`config.mk`:
```
export PLATFORM = sky130hd
export DESIGN_NAME = tt_ringosc_meas_ctrl
export DESIGN_NICKNAME = d
export VERILOG_FILES = /design/src/rtl/tt_ringosc_meas_ctrl.sv
export SDC_FILE = /design/constraint.sdc
export NUM_CORES = 1
export LEC_CHECK = 0
export CAP_MARGIN = 15
export CORE_MARGIN = 4
export CORE_UTILIZATION = 56
export CTS_BUF_LIST = sky130_fd_sc_hd__clkbuf_8 sky130_fd_sc_hd__clkbuf_16
export DETAILED_ROUTE_END_ITERATION = 6
export PLACE_DENSITY = 0.8
export REMOVE_ABC_BUFFERS = 1
export SLEW_MARGIN = 20
export SYNTH_ARGS = -nofsm -noshare
export SYNTH_HDL_FRONTEND = slang
export SYNTH_SLANG_ARGS = --single-unit
```
`constraint.sdc`:
```
create_clock -name clk -period 3 [get_ports clk]
set_clock_uncertainty 0.15 [all_clocks]
set_input_delay 0.9 -clock clk [delete_from_list [all_inputs] [get_ports clk]]
set_output_delay 0.9 -clock clk [all_outputs]
set_load 0.005 [all_outputs]
```
`src/rtl/tt_ringosc_meas_ctrl.sv`:
```
// Ring-oscillator measurement controller: enables the oscillator, waits a settling time,
// then counts synchronized rising edges of osc_in over a gate window and publishes the result.
module tt_ringosc_meas_ctrl #(
  parameter int unsigned CNT_W      = 16,
  parameter int unsigned GATE_W     = 16,
  parameter int unsigned SETTLE_CYC = 16
) (
  input  logic              clk,
  input  logic              rst_n,
  input  logic              start,
  input  logic              abort,
  input  logic [GATE_W-1:0] gate_len,
  input  logic              osc_in,
  output logic              osc_en,
  output logic              busy,
  output logic              done,
  output logic [CNT_W-1:0]  count,
  output logic              ovf
);

  localparam int unsigned SetW = (SETTLE_CYC > 1) ? $clog2(SETTLE_CYC) : 1;
  localparam logic [SetW-1:0]  SettleLoad = SetW'(SETTLE_CYC - 1);
  localparam logic [CNT_W-1:0] CntMax     = '1;

  typedef enum logic [1:0] {
    StIdle,
    StSettle,
    StMeasure
  } state_e;

  state_e              state_q;
  logic                busy_q;
  logic                done_q;
  logic [SetW-1:0]     settle_q;
  logic [GATE_W-1:0]   gate_q;
  logic [CNT_W-1:0]    acc_q;
  logic                sat_q;
  logic [CNT_W-1:0]    count_q;
  logic                ovf_q;

  logic                osc_meta_q;
  logic                osc_sync_q;
  logic                osc_hist_q;
  logic                osc_rise;
  logic [CNT_W-1:0]    acc_inc;
  logic                sat_inc;

  // Synchronizer and history run in every state so the edge detector is primed on entry.
  always_ff @(posedge clk or negedge rst_n) begin
    if (!rst_n) begin
      osc_meta_q <= 1'b0;
      osc_sync_q <= 1'b0;
      osc_hist_q <= 1'b0;
    end else begin
      osc_meta_q <= osc_in;
      osc_sync_q <= osc_meta_q;
      osc_hist_q <= osc_sync_q;
    end
  end

  assign osc_rise = osc_sync_q & ~osc_hist_q;

  // Saturating accumulate; an edge seen while pinned at max marks the result as overflowed.
  always_comb begin
    acc_inc = acc_q;
    sat_inc = sat_q;
    if (osc_rise) begin
      if (acc_q == CntMax) begin
        sat_inc = 1'b1;
      end else begin
        acc_inc = acc_q + CNT_W'(1);
      end
    end
  end

  always_ff @(posedge clk or negedge rst_n) begin
    if (!rst_n) begin
      state_q  <= StIdle;
      busy_q   <= 1'b0;
      done_q   <= 1'b0;
      settle_q <= '0;
      gate_q   <= '0;
      acc_q    <= '0;
      sat_q    <= 1'b0;
      count_q  <= '0;
      ovf_q    <= 1'b0;
    end else begin
      done_q <= 1'b0;
      case (state_q)
        StIdle: begin
          if (start) begin
            state_q  <= StSettle;
            busy_q   <= 1'b1;
            gate_q   <= gate_len;
            settle_q <= SettleLoad;
            acc_q    <= '0;
            sat_q    <= 1'b0;
          end
        end
        StSettle: begin
          if (abort) begin
            state_q <= StIdle;
            busy_q  <= 1'b0;
          end else if (settle_q == '0) begin
            if (gate_q == '0) begin
              state_q <= StIdle;
              busy_q  <= 1'b0;
              done_q  <= 1'b1;
              count_q <= '0;
              ovf_q   <= 1'b0;
            end else begin
              state_q <= StMeasure;
            end
          end else begin
            settle_q <= settle_q - SetW'(1);
          end
        end
        StMeasure: begin
          if (abort) begin
            state_q <= StIdle;
            busy_q  <= 1'b0;
          end else begin
            acc_q <= acc_inc;
            sat_q <= sat_inc;
            // The last window cycle's edge is folded straight into the published value.
            if (gate_q == GATE_W'(1)) begin
              state_q <= StIdle;
              busy_q  <= 1'b0;
              done_q  <= 1'b1;
              count_q <= acc_inc;
              ovf_q   <= sat_inc;
            end else begin
              gate_q <= gate_q - GATE_W'(1);
            end
          end
        end
        default: begin
          state_q <= StIdle;
          busy_q  <= 1'b0;
        end
      endcase
    end
  end

  assign busy   = busy_q;
  assign osc_en = busy_q;
  assign done   = done_q;
  assign count  = count_q;
  assign ovf    = ovf_q;

endmodule

```
Word-level counts from Yosys, hierarchy flattened
Cells that the tools add are included.
{"block": "word_totals", "ff_bits": 61, "in_bits": 21, "out_inout_bits": 20, "elab_cells": 92}
{"block": "op_classes", "addsub": 3, "eq_ne": 15, "n_mux": 48, "bitwise": 2, "n_reduce_logical": 12}
{"operator": "16-bit 2-to-1 mux", "count": 12}
{"operator": "16-bit one-hot mux with 2 select lines", "count": 3}
{"operator": "1-bit 2-to-1 mux", "count": 18}
{"operator": "16-bit by 1-bit adder with 16-bit output, second input constant", "count": 1}
{"operator": "16-bit by 1-bit == test with 1-bit output, second input constant", "count": 1}
{"operator": "16-bit == test, second input constant", "count": 1}
{"operator": "16-bit zero test", "count": 1}
{"operator": "2-bit != test, second input constant", "count": 8}
{"operator": "16-bit by 1-bit subtractor with 16-bit output, second input constant", "count": 1}
{"operator": "2-bit 2-to-1 mux", "count": 6}
{"operator": "4-bit 2-to-1 mux", "count": 3}
{"operator": "4-bit AND reduction", "count": 3}
{"operator": "3-bit != test, second input constant", "count": 3}
{"operator": "4-bit one-hot mux with 2 select lines", "count": 1}
{"operator": "1-bit one-hot mux with 2 select lines", "count": 3}
{"operator": "2-bit one-hot mux with 3 select lines", "count": 1}
{"operator": "3-bit AND reduction", "count": 2}
{"operator": "6-bit AND reduction", "count": 1}
{"operator": "2-bit nonzero test", "count": 3}
{"operator": "4-bit zero test", "count": 1}
{"operator": "4-bit by 1-bit subtractor with 4-bit output, second input constant", "count": 1}
{"operator": "1-bit one-hot mux with 3 select lines", "count": 1}
{"operator": "2-bit by 1-bit == test with 1-bit output, second input constant", "count": 1}
{"operator": "2-bit == test, second input constant", "count": 1}
{"operator": "other kinds (3)", "count": 3}

Longest topological paths before layout
Gate-level depths: netlist of the first run.
{"block": "depth", "word_depth": 6, "mapped_depth": 9, "depth_no_buf": 8}

Worst setup path after synthesis of the first run
Ideal clock, no wire load.
{"block": "synth_path", "path_kind": "register to register", "startpoint": "reg gate_q[1]", "endpoint": "reg state_q[1]", "setup_ps": 125, "t_arrival_ps": 2183, "required_ps": 2725, "path_slack_ps": 542, "path_stages_with_launch": 9, "path_buffers": 0, "synth_period_minus_slack_ps": 2458, "path_cell_list": "dfrtp_1 -> inv_1 -> ha_1 -> or4b_1 -> nor4_4 -> nand2b_1 -> a21oi_1 -> nor2_1 -> mux2_2"}
{"block": "synth_via", "elab_chain_cells": 5, "elab_cells_between_ends": 8, "classes_between": "eq/ne (2); mux (4); reduce/logical (2)"}
{"item": "from (decl)", "line": "35", "rtl": "logic [GATE_W-1:0] gate_q;"}
{"item": "from (signal assigned)", "line": "94", "rtl": "gate_q <= gate_len;"}
{"item": "from (signal assigned)", "line": "133", "rtl": "gate_q <= gate_q - GATE_W'(1);"}
{"item": "16-bit zero test", "line": "105", "rtl": "if (gate_q == '0) begin"}
{"item": "2-bit 2-to-1 mux", "line": "105"}
{"item": "2-bit 2-to-1 mux", "line": "104", "rtl": "end else if (settle_q == '0) begin"}
{"item": "2-bit 2-to-1 mux", "line": "101", "rtl": "if (abort) begin"}
{"item": "2-bit one-hot mux with 3 select lines", "line": "89", "rtl": "case (state_q)"}
{"item": "to (signal assigned)", "line": "92", "rtl": "state_q <= StSettle;"}
{"item": "to (signal assigned)", "line": "102", "rtl": "state_q <= StIdle;"}
{"item": "to (signal assigned)", "line": "106", "rtl": "state_q <= StIdle;"}
{"item": "to (decl)", "line": "31", "rtl": "state_e state_q;"}
Several ways; a longest one is shown, not always the timed one. The select of a mux whose other input is x is not followed.
A chain may end at the register's enable or synchronous reset.

Worst setup path after layout of the first run
{"block": "layout_path", "startpoint": "reg settle_q[0]", "endpoint": "reg count_q[9], in the netlist count[9]"}
{"block": "layout_via", "elab_chain_cells": 3}
{"item": "from (decl)", "line": "34", "rtl": "logic [SetW-1:0] settle_q;"}
{"item": "from (signal assigned)", "line": "95", "rtl": "settle_q <= SettleLoad;"}
{"item": "from (signal assigned)", "line": "115", "rtl": "settle_q <= settle_q - SetW'(1);"}
{"item": "4-bit zero test", "line": "104"}
{"item": "2-bit != test (no line)"}
{"item": "6-bit AND reduction (no line)"}
{"item": "to (signal assigned)", "line": "130", "rtl": "count_q <= acc_inc;"}
{"item": "to (decl)", "line": "38", "rtl": "logic [CNT_W-1:0] count_q;"}
No other way between the ends.

==> out/results.ini, run 1 <==
[sta]
fin_crit_ns = 2.77
rsz0062_at_grt = no
clock.fmax_ghz = 0.361
setup_viol = 0
fin_crit_sh_pct = 92.3
worst_pin_slew_ns = 0.645
timing.hold.ws_ns = 0.208
slew_violations = 0
fin_ws_ns = 0.231
relSlewSlack_pct = 56.4
hold_violations = 0

[final_layout]
finalNetCount = 474
syn_to_final_growth_pct = 22.4
fin_area_sq_um = 4290
drive_above_1_share_pct = 9.76
antenna_cells = 0
mostFrequentLayoutCell = dfrtp_1
final_cell_mix = dfrtp_1 (61), nand2_1 (60), a21oi_1 (39), clkdlybuf4s50_1 (39), nor2_1 (27)

[cts]
root_buffer = clkbuf_8
clk_latency_ns = 0.34
path_clk_slew_ns = 0.07
cts_tree = built
cts_hold_buf = 0
cts_buffers = 9
postCtsSetupBuffers = 0
cts.sinks = 61
cts_buffer_depth = 2
h-tree-depth = 3

[setup_path]
startpoint_type = flop
r2r-end = count[9]
arrival_ns = 2.85
critical_path.slowest_cell = or3b_2
worstSetupStartpoint = settle_q[0]
cp.depth = 7
crit_end = count[9]
r2r_start = settle_q[0]
r2r_slack_ns = 0.23
cp_slowest_stage_delay_ns = 0.58
crit_buf_inv = 2
worstRegToRegCells = 7
critPathTopFamily = compound AO/OA/AOI/OAI gates
worstPathCellList = inv_1 -> ha_1 -> or3b_2 -> o41ai_4 -> o2111ai_2 -> buf_4 -> a21o_1
critPathMaxFanout = 25
cp-end-kind = flop
cp.required_ns = 3.08
path_class = flop to flop

[logic_synthesis]
synth_ff_type = dfrtp_1
ys_types = 61
synth.avg_cell_area_sq_um = 8.62
synth_area_leaders = dfrtp_1 (44%), nand2_1 (6.4%), a21oi_1 (5.6%)
yosysSeqAreaShare_pct = 43.5
synth.top_cell.area_share_pct = 43.5
synth-edff-count = 0
syn-cell-area_sq_um = 3510
yosysTopAreaCell = dfrtp_1
yosysWarnings = 0
synth-seq-cells = 61
synth_async_sr_flop_share_pct = 100
syn_inst = 407

[run_status]
status = finished, final reports clean

[grt]
grt_pass1_vias = 3015
grt_pass1_wl_um = 13900
grt_max_degree = 39
antenna_found_initial = 0
grt_overflow_total = 0
grt_usage_pct = 23.3

[detailed_routing]
wirelength_um = 8240
dr.pass1.iters = 5
vias = 3219
drc_errors = 0
drt-wirelength-per-cell_um = 15.7
wl_met3_um = 418
viasPerCell = 6.12
wl_met1_um = 3730
drt_iter0_markers = 195
highest_layer = met4
met2WireLength_um = 3960
antenna_left = 0

[place]
post_dp_cell_area_sq_um = 4030
port_buffers = 40
pre_cts_ws_ns = 0.174
gp_congestion = 0.826
dp_hpwl_um = 5760

[min_path]
hold_path_class = flop to flop

[floorplan]
die_h_um = 87.1
num_rows = 28
io_pins = 41
start_util_pct = 58.5
die_area_sq_um = 7590
core_area_sq_um = 5990
die_width_um = 87.1

[power]
cellLeakagePower_nw = 1.74
ir_drop_mv = 0.586
p_per_area_nw_per_um2 = 771

[run]
drv_cap = 0

==> synthesized netlist by cell type (all sizes together) (5+ instances only) <==
cell / count
dfrtp: 61
nand2: 60
o21ai: 40
a21oi: 39
nor2: 27
clkbuf: 20
nor3: 15
nand3: 12
inv: 11
mux2i: 8
o22ai: 8
ha: 7
nand4: 7
a22o: 6
buf: 6
nand2b: 6
a31oi: 5
==> cells by family after synthesis <==
logic type / Yosys count / share of synthesized area (%)
AOI/OAI and AO/OA: 128 / 22.8
xor gates and xnor gates: 6 / 1.50
adders and majority gates: 7 / 2.50
buffers and inverters: 37 / 4.25
DFF: 61 / 43.5
muxes: 10 / 2.93
and+or+nand+nor: 158 / 22.5
==> worst min path at each step <==
stage | slack [ns] | to | cells after the start | start
2_1_floorplan | 0.18 | osc_sync_q | 0 | osc_meta_q
4_1_cts | 0.21 | osc_sync_q | 0 | osc_meta_q
6_report | 0.21 | osc_sync_q | 0 | osc_meta_q
3_3_place_gp | 0.19 | osc_sync_q | 0 | osc_meta_q
3_5_place_dp | 0.19 | osc_sync_q | 0 | osc_meta_q
5_1_grt | 0.22 | osc_sync_q | 0 | osc_meta_q
==> sequential cells by signal (all words and copies together), names as in the netlist, 2 cells and up <==
register	cells
acc_q	16
count	16
gate_q	16
settle_q	4
state_q	2
==> cell type report <==
class                           count  area, sq um
Clock buffer                       12          165
Clock inverter                      4         93.8
Fill cell                         442         1700
Inverter                           11         41.3
Multi-Input combinational cell    309         1850
Sequential cell                    61         1530
Tap cell                           75         93.8
Timing Repair Buffer               54          526
==> routing by layer <==
layer / track usage (%) / vias up
li1: - / 1554
met1: 30.6 / 1563
met2: 38.3 / 88
met3: 4.35 / 14
met4: 9.07 / 0
met5: 0 / -
==> report_power, final <==
part	internal [W]	total (W)	switching, W
combinational	0.000500	0.00121	0.000714
clock	0.000617	0.000935	0.000318
sequential	0.000977	0.00116	0.000182
==> what timing repair did <==
item                                    4_1_cts  5_1_grt
endpoints found under the hold margin         0        0
endpoints found under the setup margin        0        3
gates resized for setup                       0        1
==> through the flow <==
step,TNS (ns),std cells,power (W),utilization [%]
6_report,0,526,0.00331,71.7
5_1_grt,0,526,0.00352,71.7
4_1_cts,0,526,0.00331,71.6
3_5_place_dp,0,510,0.00237,67.2
3_3_place_gp,0,510,0.00232,67.2
2_1_floorplan,-7.25,381,0.00191,-
No activity file was read; power rests on OpenSTA's default activity.
==> inputs of run 2 (changes only) <==
--- a/config.mk
+++ b/config.mk
@@ -7,10 +7,11 @@
 export LEC_CHECK = 0
 export CAP_MARGIN = 15
 export CORE_MARGIN = 4
-export CORE_UTILIZATION = 56
+export CORE_UTILIZATION = 61
 export CTS_BUF_LIST = sky130_fd_sc_hd__clkbuf_8 sky130_fd_sc_hd__clkbuf_16
 export DETAILED_ROUTE_END_ITERATION = 6
-export PLACE_DENSITY = 0.8
+export HOLD_SLACK_MARGIN = 0.05
+export PLACE_DENSITY = 0.86
 export REMOVE_ABC_BUFFERS = 1
 export SLEW_MARGIN = 20
 export SYNTH_ARGS = -nofsm -noshare
==> constraint.sdc (replaced) <==
create_clock -name clk -period 3.5 [get_ports clk]
set_clock_uncertainty 0.15 [all_clocks]
set_input_delay 1.05 -clock clk [delete_from_list [all_inputs] [get_ports clk]]
set_output_delay 1.05 -clock clk [all_outputs]
set_load 0.005 [all_outputs]
==> out/results.ini, run 2 (synthesis results as in run 1) <==
[floorplan]
die_area_sq_um = 7030  ; -7.5%
num_rows = 27  ; -3.6%
start_util_pct = 63.3  ; +4.8 points
die_h_um = 83.8  ; -3.8%
core_area_sq_um = 5540  ; -7.5%
io_pins = 41  ; unchanged
die_width_um = 83.8  ; -3.8%

[cts]
cts_resized = 0  ; unchanged
cts_buffer_depth = 2  ; unchanged
path_clk_slew_ns = 0.07  ; about the same
cts_buffers = 9  ; unchanged
cts.sinks = 61  ; unchanged
root_buffer = clkbuf_8
postCtsSetupBuffers = 0  ; unchanged
cts_hold_buf = 0  ; unchanged
cts_tree = built
clk_latency_ns = 0.35  ; about the same
h-tree-depth = 3  ; unchanged

[sta]
slew_violations = 0  ; unchanged
fin_tns_setup_ns = 0  ; unchanged
rsz0062_at_grt = no
worst_pin_slew_ns = 0.574  ; -0.0705 ns
fin_crit_sh_pct = 80.8  ; -12 points
clock.fmax_ghz = 0.354  ; -2.0%
timing.hold.ws_ns = 0.202  ; -0.00653 ns
relSlewSlack_pct = 61.4  ; +5.0 points
hold_violations = 0  ; unchanged
setup_viol = 0  ; unchanged
fin_crit_ns = 2.83  ; +0.0574 ns

[setup_path]
arrival_ns = 2.97  ; +0.12 ns
cp-end-kind = flop
cp_slowest_stage_delay_ns = 0.43  ; -0.15 ns
critical_path.slowest_cell = o41ai_4
critPathTopFamily = simple AND/OR/NAND/NOR gates
worstPathCellList = inv_1 -> ha_1 -> nor4b_1 -> nand2_1 -> o41ai_4 -> o2111ai_2 -> buf_4 -> nor3_1 -> a21o_1
critPathMaxFanout = 31  ; +24%
path_class = flop to flop
startpoint_type = flop
cp.required_ns = 3.64  ; +0.56 ns
crit_buf_inv = 2  ; unchanged

[final_layout]
n_fill_cell = 395  ; -11%
finalNetCount = 469  ; -1.1%
drive_above_1_share_pct = 8.52  ; -1.2 points
syn_to_final_growth_pct = 19.7
final_cell_mix = dfrtp_1 (61), nand2_1 (60), a21oi_1 (39), clkdlybuf4s50_1 (39), nor2_1 (27)
antenna_cells = 0  ; unchanged
mostFrequentLayoutCell = dfrtp_1

[detailed_routing]
drt-wirelength-per-cell_um = 15.1  ; -3.4%
drc_errors = 0  ; unchanged
vias = 3127  ; -2.9%
drt_iter0_markers = 231  ; +18%
antenna_left = 0  ; unchanged
wirelength_um = 7840  ; -4.8%
dr.pass1.iters = 5  ; unchanged
viasPerCell = 6.04  ; -1.4%

[power]
ir_drop_mv = 0.441  ; -25%
pwr-share-seq_pct = 36.7  ; +1.7 points
internal_power_w = 0.00167  ; -20%
p_per_area_nw_per_um2 = 641  ; -17%
p_comb_share_pct = 36.6  ; about the same
p_switching_w = 0.00103  ; -15%
switching_share_pct = 38.1  ; +1.5 points
cellLeakagePower_nw = 1.70  ; -2.5%
clock_power_share_pct = 26.7  ; -1.6 points

[grt]
grt_max_degree = 62  ; +59%
grt_pass1_vias = 3023  ; +0.27%
grt_usage_pct = 23.7  ; +0.34 points
grt_pass1_wl_um = 13600  ; -2.4%
antenna_found_initial = 0  ; unchanged
grt_overflow_total = 0  ; unchanged

[run_status]
status = finished, final reports clean

[place]
port_buffers = 40  ; unchanged
dp_hpwl_um = 5270  ; -8.5%
gp_congestion = 0.861  ; +4.2%

[run]
drv_cap = 0  ; unchanged

[min_path]
hold_path_class = flop to flop

run 2: through the flow:
stage | area, sq um | cells | power [W] | util, % | worst slack [ns]
after detailed placement | 3970 | 502 | 0.00197 | 71.7 | 0.376
after CTS | 4200 | 518 | 0.00269 | 75.8 | 0.669
after global placement | 3970 | 502 | 0.00192 | 71.7 | 0.521
after floorplan | 3400 | 381 | 0.00164 | - | -0.120
after global routing | 4200 | 518 | 0.00288 | 75.8 | 0.441
final | 4200 | 518 | 0.00269 | 75.8 | 0.673
run 2: routing by layer:
metal  global-route usage (%)  up-vias  routed length (um)
met5                        0        -                   0
li1                         -     1547                   -
met4                     10.1        0                 153
met3                     4.84       19                 454
met1                     30.5     1441                3490
met2                     38.8      120                3740
run 2: layout make-up:
| cell class | count | area [sq um] | area share, % |
|---|---|---|---|
| multi-input cells | 309 | 1840 | 43.8 |
| clock inverters | 5 | 73.8 | 1.76 |
| repair buffers | 49 | 475 | 11.3 |
| inverters | 11 | 41.3 | 0.983 |
| flip-flops and latches | 61 | 1530 | 36.4 |
| clock buffers | 11 | 151 | 3.61 |
| well taps | 72 | 90.1 | 2.15 |
run 2: power by group through the flow:
stage | clock network [W] | registers [W] | logic, W
finish | 0.000719 | 0.000989 | 0.000985
global route | 0.000761 | 0.00101 | 0.00111
CTS | 0.000721 | 0.000982 | 0.000983
detailed placement | 0 | 0.000991 | 0.000980
global placement | 0 | 0.000986 | 0.000936
floorplan | 0 | 0.000961 | 0.000676
run 2: final timing paths:
| kind | start | to | slack (ns) | cells past startpoint |
|---|---|---|---|---|
| max | gate_q[0] | count[12] | 0.67 | 9 |
| min | osc_meta_q | osc_sync_q | 0.20 | 0 |
| max reg2reg | gate_q[0] | count[12] | 0.67 | 9 |
| min reg2reg | osc_meta_q | osc_sync_q | 0.20 | 0 |
| max in group asynchronous | rst_n | busy | 2.39 | 2 |
| min in group asynchronous | rst_n | count[0] | 0.55 | 2 |
==> inputs of run 3 (changes only) <==
--- a/config.mk
+++ b/config.mk
@@ -7,11 +7,11 @@
 export LEC_CHECK = 0
 export CAP_MARGIN = 15
 export CORE_MARGIN = 4
-export CORE_UTILIZATION = 61
+export CORE_UTILIZATION = 51
 export CTS_BUF_LIST = sky130_fd_sc_hd__clkbuf_8 sky130_fd_sc_hd__clkbuf_16
 export DETAILED_ROUTE_END_ITERATION = 6
 export HOLD_SLACK_MARGIN = 0.05
-export PLACE_DENSITY = 0.86
+export PLACE_DENSITY = 0.77
 export REMOVE_ABC_BUFFERS = 1
 export SLEW_MARGIN = 20
 export SYNTH_ARGS = -nofsm -noshare
==> constraint.sdc (replaced) <==
create_clock -name clk -period 2.3 [get_ports clk]
set_clock_uncertainty 0.15 [all_clocks]
set_input_delay 0.69 -clock clk [delete_from_list [all_inputs] [get_ports clk]]
set_output_delay 0.69 -clock clk [all_outputs]
set_load 0.005 [all_outputs]
==> out/results.ini, run 3 (synthesis results as in run 1) <==
[cts]
h-tree-depth = 3  ; unchanged
cts.sinks = 61  ; unchanged
cts_buffers = 9  ; unchanged
cts_tree = built
path_clk_slew_ns = 0.07  ; about the same
cts_buffer_depth = 2  ; unchanged
clk_latency_ns = 0.35  ; about the same
root_buffer = clkbuf_8

[grt]
grt_usage_pct = 24.6  ; +0.91 points
antenna_found_initial = 0  ; unchanged
grt_pass1_wl_um = 16500  ; +21%
grt_pass1_vias = 3458  ; +14%
grt_overflow_total = 0  ; unchanged
grt_max_degree = 31  ; -50%

[final_layout]
drive_above_1_share_pct = 30.6  ; +22 points
n_fill_cell = 399  ; +1.0%
fin_area_sq_um = 5050  ; +20%
mostFrequentLayoutCell = buf_4
syn_to_final_growth_pct = 44.0
antenna_cells = 0  ; unchanged
finalNetCount = 540  ; +15%
final_cell_mix = buf_4 (67), dfrtp_1 (59), nand2_1 (54)

[setup_path]
cp-end-kind = flop
crit_end = count[9]
path_class = flop to flop
critPathMaxFanout = 13  ; -58%
cp.required_ns = 2.39  ; -1.25 ns
r2r_slack_ns = -0.10  ; -0.78 ns
startpoint_type = flop
worstSetupStartpoint = gate_q[1]
r2r-end = count[9]
arrival_ns = 2.50  ; -0.47 ns
r2r_start = gate_q[1]
worstRegToRegCells = 9  ; unchanged

[power]
switching_share_pct = 40.2  ; +2.1 points
pwr-share-seq_pct = 28.6  ; -8.1 points
p_switching_w = 0.00203  ; +98%
cellLeakagePower_nw = 2.14  ; +26%
ir_drop_mv = 0.731  ; +66%
p_comb_share_pct = 54.5  ; +18 points
p_per_area_nw_per_um2 = 1000  ; +56%
internal_power_w = 0.00302  ; +81%
clock_power_share_pct = 16.9  ; -9.8 points

[sta]
fin_crit_ns = 2.40  ; -0.422 ns
clock.fmax_ghz = 0.416  ; +18%
setup_viol = 17  ; +17
fin_ws_ns = -0.104  ; -0.778 ns
hold_violations = 0  ; unchanged
relSlewSlack_pct = 65.4  ; +4.0 points
rsz0062_at_grt = yes
worst_pin_slew_ns = 0.512  ; -0.0621 ns
fin_crit_sh_pct = 105  ; +24 points
slew_violations = 0  ; unchanged
fin_tns_setup_ns = -1.06  ; -1.06 ns

[run_status]
status = finished, violations left
violations = setup timing

[detailed_routing]
drt_iter0_markers = 248  ; +7.4%
antenna_left = 0  ; unchanged
drc_errors = 0  ; unchanged
drt-wirelength-per-cell_um = 17.9  ; +18%
wirelength_um = 10600  ; +36%
viasPerCell = 6.14  ; +1.7%
dr.pass1.iters = 4  ; -1
vias = 3647  ; +17%

[floorplan]
die_width_um = 90.9  ; +8.5%
start_util_pct = 54.0  ; -9.3 points
num_rows = 29  ; +7.4%
io_pins = 41  ; unchanged
die_h_um = 90.9  ; +8.5%
die_area_sq_um = 8270  ; +18%
core_area_sq_um = 6490  ; +17%

[place]
post_dp_cell_area_sq_um = 4450  ; +12%
port_buffers = 40  ; unchanged
gp_congestion = 0.905  ; +5.1%
dp_hpwl_um = 6600  ; +25%

[run]
drv_cap = 0  ; unchanged

[min_path]
hold_path_class = input pin to asynchronous set/reset pin

==> run 3: changes by cell type in the layout (fill, tap and decap cells not counted), sizes merged <==
cell	previous run	this run
clkdlybuf4s50	39	38
inv	12	15
buf	10	80
clkbuf	11	12
bufinv	2	0
dlymetal6s2s	0	1
clkinv	2	1
==> run 3: repair_timing <==
action,4_1_cts,5_1_grt
pin swaps,5,15
gates cloned,1,2
resized for setup,19,62
setup endpoints to repair,32,40
hold buffers,0,0
setup buffers,6,6
==> run 3: layout make-up <==
class	count	area [sq um]	area share [%]
multi-input combinational	309	2120	42.0
tap	77	96.3	1.91
timing repair buffer	120	1090	21.6
clock inverter	5	20.0	0.397
sequential	61	1530	30.3
inverter	11	41.3	0.818
clock buffer	11	151	3.00
==> run 3: power by group through the flow <==
stage | sequential [W] | clock, W | combinational [W]
6_report | 0.00145 | 0.000853 | 0.00275
5_1_grt | 0.00147 | 0.000910 | 0.00295
4_1_cts | 0.00143 | 0.000856 | 0.00233
3_5_place_dp | 0.00143 | 0 | 0.00215
3_3_place_gp | 0.00141 | 0 | 0.00208
2_1_floorplan | 0.00146 | 0 | 0.00103
==> run 3: per-layer routing <==
layer	track usage (%)	vias to the layer above	part of all wire (%)
met3	5.17	26	5.1
met2	39.2	128	49
met4	9.42	0	2.9
met1	32.9	1795	43
met5	0	-	0
li1	-	1698	-
==> run 3: worst max-delay path, stage by stage, from the launching register on <==
cell and delay [ns]:
dfrtp_1 0.38, inv_2 0.08, buf_4 0.11, ha_2 0.19, nor4b_4 0.24, nand2_2 0.12
o41ai_4 0.37, o2111ai_4 0.26, buf_12 0.23, a21o_1 0.17
==> run 3: worst min path at each step <==
stage                     startpoint          to  slack (ns)  cells past startpoint
after global routing           rst_n   count[11]        0.18                      1
after CTS                      rst_n   acc_q[10]        0.17                      1
final                          rst_n   count[15]        0.16                      1
after global placement    osc_meta_q  osc_sync_q        0.18                      0
after detailed placement  osc_meta_q  osc_sync_q        0.19                      0
after floorplan           osc_meta_q  osc_sync_q        0.18                      0
==> run 3: per-stage QoR <==
stage / power (W) / setup slack, ns / util [%] / hold WS [ns] / cells
after floorplan: 0.00249 / -1.32 / - / 0.181 / 381
after global placement: 0.00349 / -0.162 / 68.4 / 0.182 / 564
after detailed placement: 0.00358 / -0.207 / 68.4 / 0.191 / 564
after CTS: 0.00462 / -0.0926 / 73.2 / 0.169 / 586
after global routing: 0.00533 / -0.179 / 77.7 / 0.180 / 594
final: 0.00505 / -0.104 / 77.7 / 0.157 / 594
